<file path="src/rtl/icache_pkg.sv">
// Shared types and geometry for the instruction-cache miss path.
// Geometry comes from the core-wide defines, with standalone defaults.
`ifndef THR_PER_CORE
`define THR_PER_CORE 4
`endif
`ifndef ICACHE_NUM_SET
`define ICACHE_NUM_SET 16
`endif
`ifndef ICACHE_WAYS_PER_SET
`define ICACHE_WAYS_PER_SET 4
`endif
`ifndef ICACHE_TAG_WIDTH
`define ICACHE_TAG_WIDTH 16
`endif
`ifndef ICACHE_LINE_WIDTH
`define ICACHE_LINE_WIDTH 64
`endif

package icache_pkg;

    localparam int NUM_THREADS    = `THR_PER_CORE;
    localparam int NUM_SET        = `ICACHE_NUM_SET;
    localparam int WAYS_PER_SET   = `ICACHE_WAYS_PER_SET;
    localparam int TAG_W          = `ICACHE_TAG_WIDTH;
    localparam int LINE_W         = `ICACHE_LINE_WIDTH;
    localparam int NUM_SET_W      = $clog2(NUM_SET);
    localparam int WAYS_PER_SET_W = $clog2(WAYS_PER_SET);
    localparam int THR_W          = $clog2(NUM_THREADS);
    localparam int ADDR_W         = TAG_W + NUM_SET_W;

    typedef enum logic [1:0] {
        MISS_IDLE = 2'd0,
        MISS_REQ  = 2'd1,
        MISS_WAIT = 2'd2
    } miss_state_t;

    typedef struct packed {
        miss_state_t                state;
        logic [NUM_SET_W-1:0]       set;
        logic [TAG_W-1:0]           tag;
        logic [WAYS_PER_SET_W-1:0]  way;
    } miss_slot_t;

    function automatic logic [ADDR_W-1:0] line_addr(
        input logic [TAG_W-1:0]     tag,
        input logic [NUM_SET_W-1:0] set
    );
        return {tag, set};
    endfunction

endpackage

</file>
<file path="src/rtl/icache_miss_handler_rr_arbiter.sv">
// Round-robin arbiter with a grant lock for valid/ready consumers.
// The pointer moves past the winner only when adv signals acceptance.
module rr_arbiter #(
    parameter int  NUM_REQ = 4,
    localparam int IDX_W   = (NUM_REQ > 1) ? $clog2(NUM_REQ) : 1
) (
    input  logic               clock,
    input  logic               reset,
    input  logic [NUM_REQ-1:0] req,
    input  logic               adv,
    output logic [NUM_REQ-1:0] gnt,
    output logic [IDX_W-1:0]   gnt_idx
);

    logic [IDX_W-1:0] ptr_q;
    logic [IDX_W-1:0] lock_idx_q;
    logic             locked_q;
    logic [IDX_W-1:0] pick;
    logic             found;
    int unsigned      cand;

    always_comb begin
        pick  = '0;
        found = 1'b0;
        cand  = 0;
        for (int i = 0; i < NUM_REQ; i++) begin
            cand = (int'(ptr_q) + i) % NUM_REQ;
            if (!found && req[IDX_W'(cand)]) begin
                found = 1'b1;
                pick  = IDX_W'(cand);
            end
        end
    end

    // A stalled winner keeps the grant so the request stays stable.
    assign gnt_idx = (locked_q && req[lock_idx_q]) ? lock_idx_q : pick;
    assign gnt     = (|req) ? (NUM_REQ'(1) << gnt_idx) : '0;

    always_ff @(posedge clock) begin
        if (reset) begin
            ptr_q      <= '0;
            locked_q   <= 1'b0;
            lock_idx_q <= '0;
        end else if (adv) begin
            ptr_q    <= (gnt_idx == IDX_W'(NUM_REQ - 1)) ? '0 : gnt_idx + 1'b1;
            locked_q <= 1'b0;
        end else if (|req) begin
            locked_q   <= 1'b1;
            lock_idx_q <= gnt_idx;
        end
    end

endmodule

</file>
<file path="src/rtl/icache_miss_handler.sv">
// Per-thread I-cache miss slots, round-robin line requests and fills.
// ICACHE_MISS_HANDLER_STATS_EN adds per-thread miss/latency counters.
module icache_miss_handler
    import icache_pkg::*;
(
    input  logic                      clock,
    input  logic                      reset,
    input  logic                      miss_valid,
    output logic                      miss_ready,
    input  logic [THR_W-1:0]          miss_thread,
    input  logic [NUM_SET_W-1:0]      miss_set,
    input  logic [TAG_W-1:0]          miss_tag,
    output logic                      victim_req,
    output logic [NUM_SET_W-1:0]      victim_set,
    input  logic [WAYS_PER_SET_W-1:0] victim_way,
    output logic                      mem_req_valid,
    input  logic                      mem_req_ready,
    output logic [ADDR_W-1:0]         mem_req_addr,
    output logic [THR_W-1:0]          mem_req_thread,
    input  logic                      mem_rsp_valid,
    input  logic [THR_W-1:0]          mem_rsp_thread,
    input  logic [LINE_W-1:0]         mem_rsp_data,
    output logic                      fill_valid,
    output logic [NUM_SET_W-1:0]      fill_set,
    output logic [WAYS_PER_SET_W-1:0] fill_way,
    output logic [TAG_W-1:0]          fill_tag,
    output logic [LINE_W-1:0]         fill_data,
    output logic [THR_W-1:0]          fill_thread,
    output logic                      update_req_mt,
    output logic [NUM_SET_W-1:0]      update_set_mt,
    output logic [WAYS_PER_SET_W-1:0] update_way_mt,
    output logic [THR_W-1:0]          update_thread_mt,
    output logic [NUM_THREADS-1:0]    slot_busy
`ifdef ICACHE_MISS_HANDLER_STATS_EN
    ,
    output logic [31:0]               stat_miss_cnt [NUM_THREADS],
    output logic [31:0]               stat_lat_cnt  [NUM_THREADS]
`endif
);

    miss_slot_t             slot_q [NUM_THREADS];
    miss_slot_t             slot_d [NUM_THREADS];
    logic [NUM_THREADS-1:0] req_vec;
    logic [NUM_THREADS-1:0] gnt_oh;
    logic [THR_W-1:0]       gnt_idx;
    logic                   accept;
    logic                   handshake;
    logic                   rsp_hit;

    assign miss_ready = !reset && (slot_q[miss_thread].state == MISS_IDLE);
    assign accept     = miss_valid && miss_ready;
    assign victim_req = accept;
    assign victim_set = miss_set;

    always_comb begin
        req_vec   = '0;
        slot_busy = '0;
        for (int i = 0; i < NUM_THREADS; i++) begin
            req_vec[i]   = (slot_q[i].state == MISS_REQ);
            slot_busy[i] = (slot_q[i].state != MISS_IDLE);
        end
    end

    rr_arbiter #(
        .NUM_REQ (NUM_THREADS)
    ) u_arb (
        .clock   (clock),
        .reset   (reset),
        .req     (req_vec),
        .adv     (handshake),
        .gnt     (gnt_oh),
        .gnt_idx (gnt_idx)
    );

    assign mem_req_valid  = |req_vec;
    assign handshake      = mem_req_valid && mem_req_ready;
    assign mem_req_thread = mem_req_valid ? gnt_idx : '0;
    assign mem_req_addr   = mem_req_valid
                          ? line_addr(slot_q[gnt_idx].tag, slot_q[gnt_idx].set)
                          : '0;

    // Responses to a slot not waiting on memory are stale and dropped.
    assign rsp_hit = mem_rsp_valid && (slot_q[mem_rsp_thread].state == MISS_WAIT);

    always_comb begin
        for (int i = 0; i < NUM_THREADS; i++) begin
            slot_d[i] = slot_q[i];
            unique case (slot_q[i].state)
                MISS_IDLE: begin
                    if (accept && miss_thread == THR_W'(i)) begin
                        slot_d[i].state = MISS_REQ;
                        slot_d[i].set   = miss_set;
                        slot_d[i].tag   = miss_tag;
                        slot_d[i].way   = victim_way;
                    end
                end
                MISS_REQ: begin
                    if (handshake && gnt_oh[i]) slot_d[i].state = MISS_WAIT;
                end
                MISS_WAIT: begin
                    if (mem_rsp_valid && mem_rsp_thread == THR_W'(i))
                        slot_d[i].state = MISS_IDLE;
                end
                default: slot_d[i].state = MISS_IDLE;
            endcase
        end
    end

    always_ff @(posedge clock) begin
        for (int i = 0; i < NUM_THREADS; i++) begin
            if (reset) slot_q[i] <= '0;
            else       slot_q[i] <= slot_d[i];
        end
    end

    always_ff @(posedge clock) begin
        if (reset || !rsp_hit) begin
            fill_valid  <= 1'b0;
            fill_set    <= '0;
            fill_way    <= '0;
            fill_tag    <= '0;
            fill_data   <= '0;
            fill_thread <= '0;
        end else begin
            fill_valid  <= 1'b1;
            fill_set    <= slot_q[mem_rsp_thread].set;
            fill_way    <= slot_q[mem_rsp_thread].way;
            fill_tag    <= slot_q[mem_rsp_thread].tag;
            fill_data   <= mem_rsp_data;
            fill_thread <= mem_rsp_thread;
        end
    end

    assign update_req_mt    = fill_valid;
    assign update_set_mt    = fill_set;
    assign update_way_mt    = fill_way;
    assign update_thread_mt = fill_thread;

`ifdef ICACHE_MISS_HANDLER_STATS_EN
    always_ff @(posedge clock) begin
        for (int i = 0; i < NUM_THREADS; i++) begin
            if (reset) begin
                stat_miss_cnt[i] <= '0;
                stat_lat_cnt[i]  <= '0;
            end else begin
                if (accept && miss_thread == THR_W'(i) && stat_miss_cnt[i] != '1)
                    stat_miss_cnt[i] <= stat_miss_cnt[i] + 32'd1;
                if (slot_q[i].state != MISS_IDLE && stat_lat_cnt[i] != '1)
                    stat_lat_cnt[i] <= stat_lat_cnt[i] + 32'd1;
            end
        end
    end
`endif

endmodule

</file>
<file path="config.mk">
export PLATFORM = sky130hd
export DESIGN_NAME = icache_miss_handler
export DESIGN_NICKNAME = d
export VERILOG_FILES = /design/src/rtl/icache_pkg.sv /design/src/rtl/icache_miss_handler_rr_arbiter.sv /design/src/rtl/icache_miss_handler.sv
export SDC_FILE = /design/constraint.sdc
export NUM_CORES = 1
export LEC_CHECK = 0
export CORE_ASPECT_RATIO = 1.25
export CORE_UTILIZATION = 43
export DETAILED_ROUTE_END_ITERATION = 12
export PLACE_DENSITY = 0.77
export SLEW_MARGIN = 20
export SYNTH_ARGS = -nofsm -noshare
export SYNTH_HDL_FRONTEND = slang
export SYNTH_SLANG_ARGS = --single-unit
export TNS_END_PERCENT = 1
</file>
<file path="constraint.sdc">
create_clock -name clock -period 2.2 [get_ports clock]
set_input_delay 0.66 -clock clock [delete_from_list [all_inputs] [get_ports clock]]
set_output_delay 0.66 -clock clock [all_outputs]
set_load 0.01 [all_outputs]
</file>
==> flow_summary.yaml, run 1 <==
placed_design:
  place_ws_ps: -905
  port_buffers: 225
  dp_hpwl_um: 14500
  gp_congestion: 0.799
worst_setup_path:
  crit_chain: "and3b_1 -> o21a_1 -> o31a_4 -> buf_12 -> inv_8 -> mux2i_1 -> mux2i_2 -> buf_2"
  rrSetupSlack_ps: -150
  critPathTopFamily: "compound AO/OA/AOI/OAI gates"
  cp.buffers_inverters: 3
  crit_slowest_cell: "o31a_4"
  critPathLaunchType: "flop"
  endpoint_kind: "output port"
  worstPathArrival_ps: 2380
  ff2ff_path_depth: 13
  r2r_end: "slot_q[3][22]"
  r2r-start: "slot_q[1][22]"
  worstSetupPathType: "flop to output port"
  cp.required_ps: 1540
  crit_fanout: 5
  critPathMaxStageDelay_ps: 450
timing:
  rsz0062_at_grt: "yes"
  fmax_mhz: 329
  min_period_ps: 3040
  tightest_slew_ps: 566
  setup_slack_ps: -841
  finalSetupViolations: 28
  fin_crit_sh_pct: 138
  maxSlewHeadroom_pct: 62.2
  slew_violations: 0
  hold_viol: 0
  finClkSkew_ps: 13.3
worst_hold_path:
  hp-start: "slot_q[3][1]"
  hp-class: "flop to flop"
  holdPathStages: 2
  holdPathEnd: "slot_q[3][1]"
clock_tree:
  clk_path_buf_depth: 2
  clk_pin_slew_worst_paths_ps: 70
  clock-root-buffer: "clkbuf_16"
  htreeDepth: 4
  cts_num_sinks: 190
  worstSkewPairLatency_ps: 430
  hold_buffers: 0
  numCtsBuffers: 17
  tritoncts: "built"
layout:
  syn_to_final_growth_pct: 47.6
  regArea_um2: 3820
  multi_input_area_um2: 3880
  fin_nets: 1081
  nFillCells: 1413
  antenna_cells: 0
  drive_gt1_share_pct: 24.3
  final_core_util_pct: 65.6
global_route:
  grt_pass1_wl_um: 34500
  grt_pass1_vias: 6345
  grt_start_max_net_pins: 54
  antenna_found_initial: 0
  grt_overflow: 0
  grt_usage_pct: 24.2
drt:
  ant_nets: 0
  drc: 0
  drtIter0Drc: 402
  num_vias: 6298
  avgRoutedWirePerCell_um: 18.5
  vias_per_cell: 5.15
  drt_pass1_iterations: 5
  wl_um: 22600
yosys:
  synth.cell_area_um2: 7870
  synth_warnings: 0
  synth.distinct_cells: 55
  ys.flop_type: "dfxtp_1"
  synth.most_common_cell: "dfxtp_1"
  synth.yosys.seq_area_share_pct: 48.3
  synth_area_leaders: "dfxtp_1 48%, mux2i_1 17%, and2_1 7.1%"
  syn_nets: 813
  postSynthAreaPerCell_um2: 11.0
  ys_ff_latch: 190
  synth_top_area_share_pct: 48.3
  synth-edff-count: 0
  synth_commonest_cells: "190 x dfxtp_1, 130 x mux2i_1, 99 x nor2_1"
  synth_area_leader_cell: "dfxtp_1"
  synthCells: 717
  synthArstFlopShare_pct: 0
flow_run:
  maxCapViolations: 0
floorplan:
  dieArea_um2: 18800
  die_w_um: 123
  die-height_um: 153
  start_util_pct: 44.4
  io_pins: 226
  rows: 54
  core_um2: 17700
power:
  power_density_nw_per_um2: 664
  ir_drop_mv: 0.469
  power_leakage_uw: 0.00501
  power_uw: 7710
status:
  failed_checks: "setup timing"
  outcome: "finished with violations"
cell families (layout without fill, tap and decap cells):
kind of cell,after synthesis,in the layout,share of synthesized area [%]
AO/OA/AOI/OAI,52,52,5.52
flip-flops,190,190,48.3
AND/OR/NAND/NOR,251,251,17.0
buffers and inverters,70,351,5.82
adder cells (fa/ha/maj),1,1,0.159
multiplexers,153,153,23.1
layer usage:
| layer | GRT usage (%) | wire (µm) | vias up |
|---|---|---|---|
| li1 | - | - | 3001 |
| met1 | 28.8 | 9030 | 3032 |
| met2 | 42.4 | 11700 | 228 |
| met3 | 4.59 | 1320 | 37 |
| met4 | 9.24 | 537 | 0 |
| met5 | 0 | 0 | - |
tightest hold or removal path, stage by stage, from the launching register on:
cell and delay [ps]:
dfxtp_1 330, mux2i_1 60, nor2_1 70
power breakdown:
part | total [µW] | switching, µW | internal, µW
logic | 1040 | 489 | 555
clock network | 3110 | 1560 | 1560
registers | 3560 | 48.2 | 3510
total | 7710 | 2090 | 5620
cells in the final DEF, fill, tap and decap left out, types with 9 or more instances in the layout:
cell type,n
buf_2,23
clkdlybuf4s50_1,188
mux2i_1,112
mux4_2,23
and2_1,89
nor2_1,95
a22oi_2,14
dfxtp_1,180
buf_4,61
clkbuf_16,17
buf_6,10
and3_1,15
buf_12,12
dlygate4sd2_1,9
mux2i_2,14
worst max-delay path by stage:
stage	start	cells past startpoint	slack, ps	endpoint
finish	slot_q[1][23]	8	-840	mem_req_addr[19]
CTS	slot_q[1][22]	8	-850	mem_req_addr[19]
global placement	miss_thread[0]	5	-900	victim_req
floorplan	slot_q[2][23]	7	-140	mem_req_addr[10]
global route	slot_q[1][22]	9	-910	mem_req_addr[3]
detailed placement	miss_thread[0]	5	-910	victim_req
sequential cells by signal, summed over array words and instances, names as in the netlist:
register,flops
u_arb.locked_q,1
fill_data,64
fill_thread,2
slot_q,96
fill_set,4
fill_way,2
u_arb.ptr_q,2
u_arb.lock_idx_q,2
fill_valid,1
fill_tag,16
area by class of cell:
class                   instances  area share (%)
multi-input cells             457            33.4
inverters                       9           0.452
well taps                     224            2.41
flip-flops and latches        190            32.9
clock inverters                15            1.54
repair buffers                305            25.0
clock buffers                  17            3.66
repair inverters                5           0.614
through the flow:
step | setup TNS [ps] | instance area, µm² | hold slack [ps] | std cells
after floorplan | -2690 | 7910 | 455 | 717
after global placement | -52170 | 10600 | 472 | 1172
after detailed placement | -54000 | 10600 | 483 | 1172
after CTS | -17970 | 11600 | 501 | 1221
after global routing | -20310 | 11600 | 516 | 1222
final | -18410 | 11600 | 498 | 1222
what timing repair did:
item	4_1_cts	5_1_grt
hold endpoints to repair	0	0
gates resized for setup	177	16
endpoints found under the setup margin	40	41
buffers inserted	13	1
pin swaps	21	5
cloned	5	0
Note: power is estimated with default switching activity, not from simulation.
==> run 2, diff against run 1 <==
--- a/config.mk
+++ b/config.mk
@@ -6,6 +6,7 @@
 export NUM_CORES = 1
 export LEC_CHECK = 0
 export CORE_ASPECT_RATIO = 1.25
+export CORE_MARGIN = 2
 export CORE_UTILIZATION = 43
 export DETAILED_ROUTE_END_ITERATION = 12
 export PLACE_DENSITY = 0.77
==> run 2 against run 1 <==
Compared with the run above: the flow still finishes with violations (setup timing); maximum frequency about the same; core utilization increased by 0.17 points; sequential share of layout area decreased by 0.63 points; critical endpoint is now mem_req_addr[4]; largest cell class unchanged; highest routed layer unchanged.
==> flow_summary.yaml, run 2 (same netlist as run 1, synthesis figures left out) <==
clock_tree:
  worstSkewPairLatency_ps: 440
  hold_buffers: 0
  clock-root-buffer: "clkbuf_16"
  cts_num_sinks: 190
  clk_pin_slew_worst_paths_ps: 70
  numCtsBuffers: 17
  tritoncts: "built"
  clk_path_buf_depth: 2
  htreeDepth: 4
global_route:
  grt_overflow: 0
  grt_start_max_net_pins: 59
  grt_pass1_wl_um: 35600
  grt_usage_pct: 23.5
  antenna_found_initial: 0
  grt_pass1_vias: 6483
worst_setup_path:
  cp.required_ps: 1540
  endpoint_kind: "output port"
  cp_common_cell: "buf_6"
  worstPathArrival_ps: 2380
  critPathTopFamily: "buffers and inverters"
  crit_chain: "or2b_1 -> buf_6 -> buf_6 -> mux2i_1 -> nand3_1 -> o21a_4 -> buf_12 -> mux2i_2 -> buf_2"
  crit_fanout: 9
  worstSetupPathType: "flop to output port"
  cp.buffers_inverters: 4
  critPathMaxStageDelay_ps: 340
  critPathLaunchType: "flop"
  crit_slowest_cell: "dfxtp_2"
layout:
  syn_to_final_growth_pct: 50.8
  nFillCells: 1406
  drive_gt1_share_pct: 24.8
  largest_register: "slot_q"
  multi_input_area_um2: 3950
  final_cell_mix: "188 x clkdlybuf4s50_1, 181 x dfxtp_1, 108 x mux2i_1"
  final_common_cell: "clkdlybuf4s50_1"
  final_core_util_pct: 65.8
  fin_cells: 1236
  largest_reg_flops: 96
  antenna_cells: 0
  fin_nets: 1091
  regArea_um2: 3830
  biggestRegsByFlops: "slot_q: 96 flops, fill_data: 64 flops, fill_tag: 16 flops"
floorplan:
  dieArea_um2: 19400
  die-height_um: 155
  io_pins: 226
  rows: 55
  start_util_pct: 43.6
  core_um2: 18000
  die_w_um: 125
status:
  outcome: "finished with violations"
  failed_checks: "setup timing"
drt:
  wl_um: 23600
  vias_per_cell: 5.17
  avgRoutedWirePerCell_um: 19.1
  drt_pass1_iterations: 5
  num_vias: 6386
  ant_nets: 0
  drc: 0
  drtIter0Drc: 327
timing:
  min_period_ps: 3040
  tns_ps: -18560
  fin_crit_sh_pct: 138
  rsz0062_at_grt: "yes"
  setup_slack_ps: -841
  finClkSkew_ps: 12.8
  holdWs_ps: 508
  tightest_slew_ps: 635
  fmax_mhz: 329
  maxSlewHeadroom_pct: 57.6
  finalSetupViolations: 28
  hold_viol: 0
  slew_violations: 0
placed_design:
  dp_hpwl_um: 15200
  place_ws_ps: -926
  gp_congestion: 0.887
  port_buffers: 225
  dp_cells: 1185
power:
  power_density_nw_per_um2: 653
  ir_drop_mv: 0.591
  power_leakage_uw: 0.00510
flow_run:
  maxCapViolations: 0
worst_hold_path:
  hp-class: "flop to flop"
-- run 2: through the flow --
stage               power [µW]  cell area, µm²
detailed placement        4560           10800
floorplan                 4070            7910
global route              8000           11900
finish                    7750           11900
CTS                       7750           11700
global placement          4540           10800
-- run 2: final cells by class --
class | count | share of cell area [%]
clock buffers | 18 | 3.70
well taps | 228 | 2.41
repair inverters | 6 | 0.717
clock inverters | 14 | 1.23
flip-flops and latches | 190 | 32.3
multi-input cells | 457 | 33.3
inverters | 9 | 0.527
repair buffers | 314 | 25.8
-- run 2: power by group --
part	leakage (µW)	switching, µW	internal [µW]	total (µW)
Combinational	0.00327	512	599	1110
Clock	0.000288	1450	1630	3080
Sequential	0.00154	51.9	3510	3560
-- run 2: tightest hold or removal path, delay by kind of cell (launching register included) --
kind / cells / cell delay [ps]
and+or+nand+nor: 1 / 70
muxes: 1 / 70
DFF: 1 / 330
-- run 2: repair_timing --
| action | CTS | global route |
|---|---|---|
| pin swaps | 20 | 11 |
| buffers inserted | 10 | 3 |
| endpoints found under the setup margin | 58 | 30 |
| cloned | 6 | 1 |
| gates resized for setup | 176 | 36 |
-- run 2: layer usage --
| metal | global-route usage, % | vias up | routed length (µm) |
|---|---|---|---|
| met2 | 42.0 | 237 | 12400 |
| met5 | 0 | - | 0 |
| met3 | 5.16 | 30 | 1110 |
| li1 | - | 3031 | - |
| met1 | 27.3 | 3088 | 9600 |
| met4 | 9.52 | 0 | 455 |
-- run 2: worst paths after layout --
kind	start	end	slack, ps	cells past startpoint
hold / removal	slot_q[2][1]	slot_q[2][1]	510	2
hold reg to reg	slot_q[2][1]	slot_q[2][1]	510	2
setup reg to reg	slot_q[1][22]	slot_q[3][23]	-70	13
setup / recovery	slot_q[1][22]	mem_req_addr[4]	-840	9
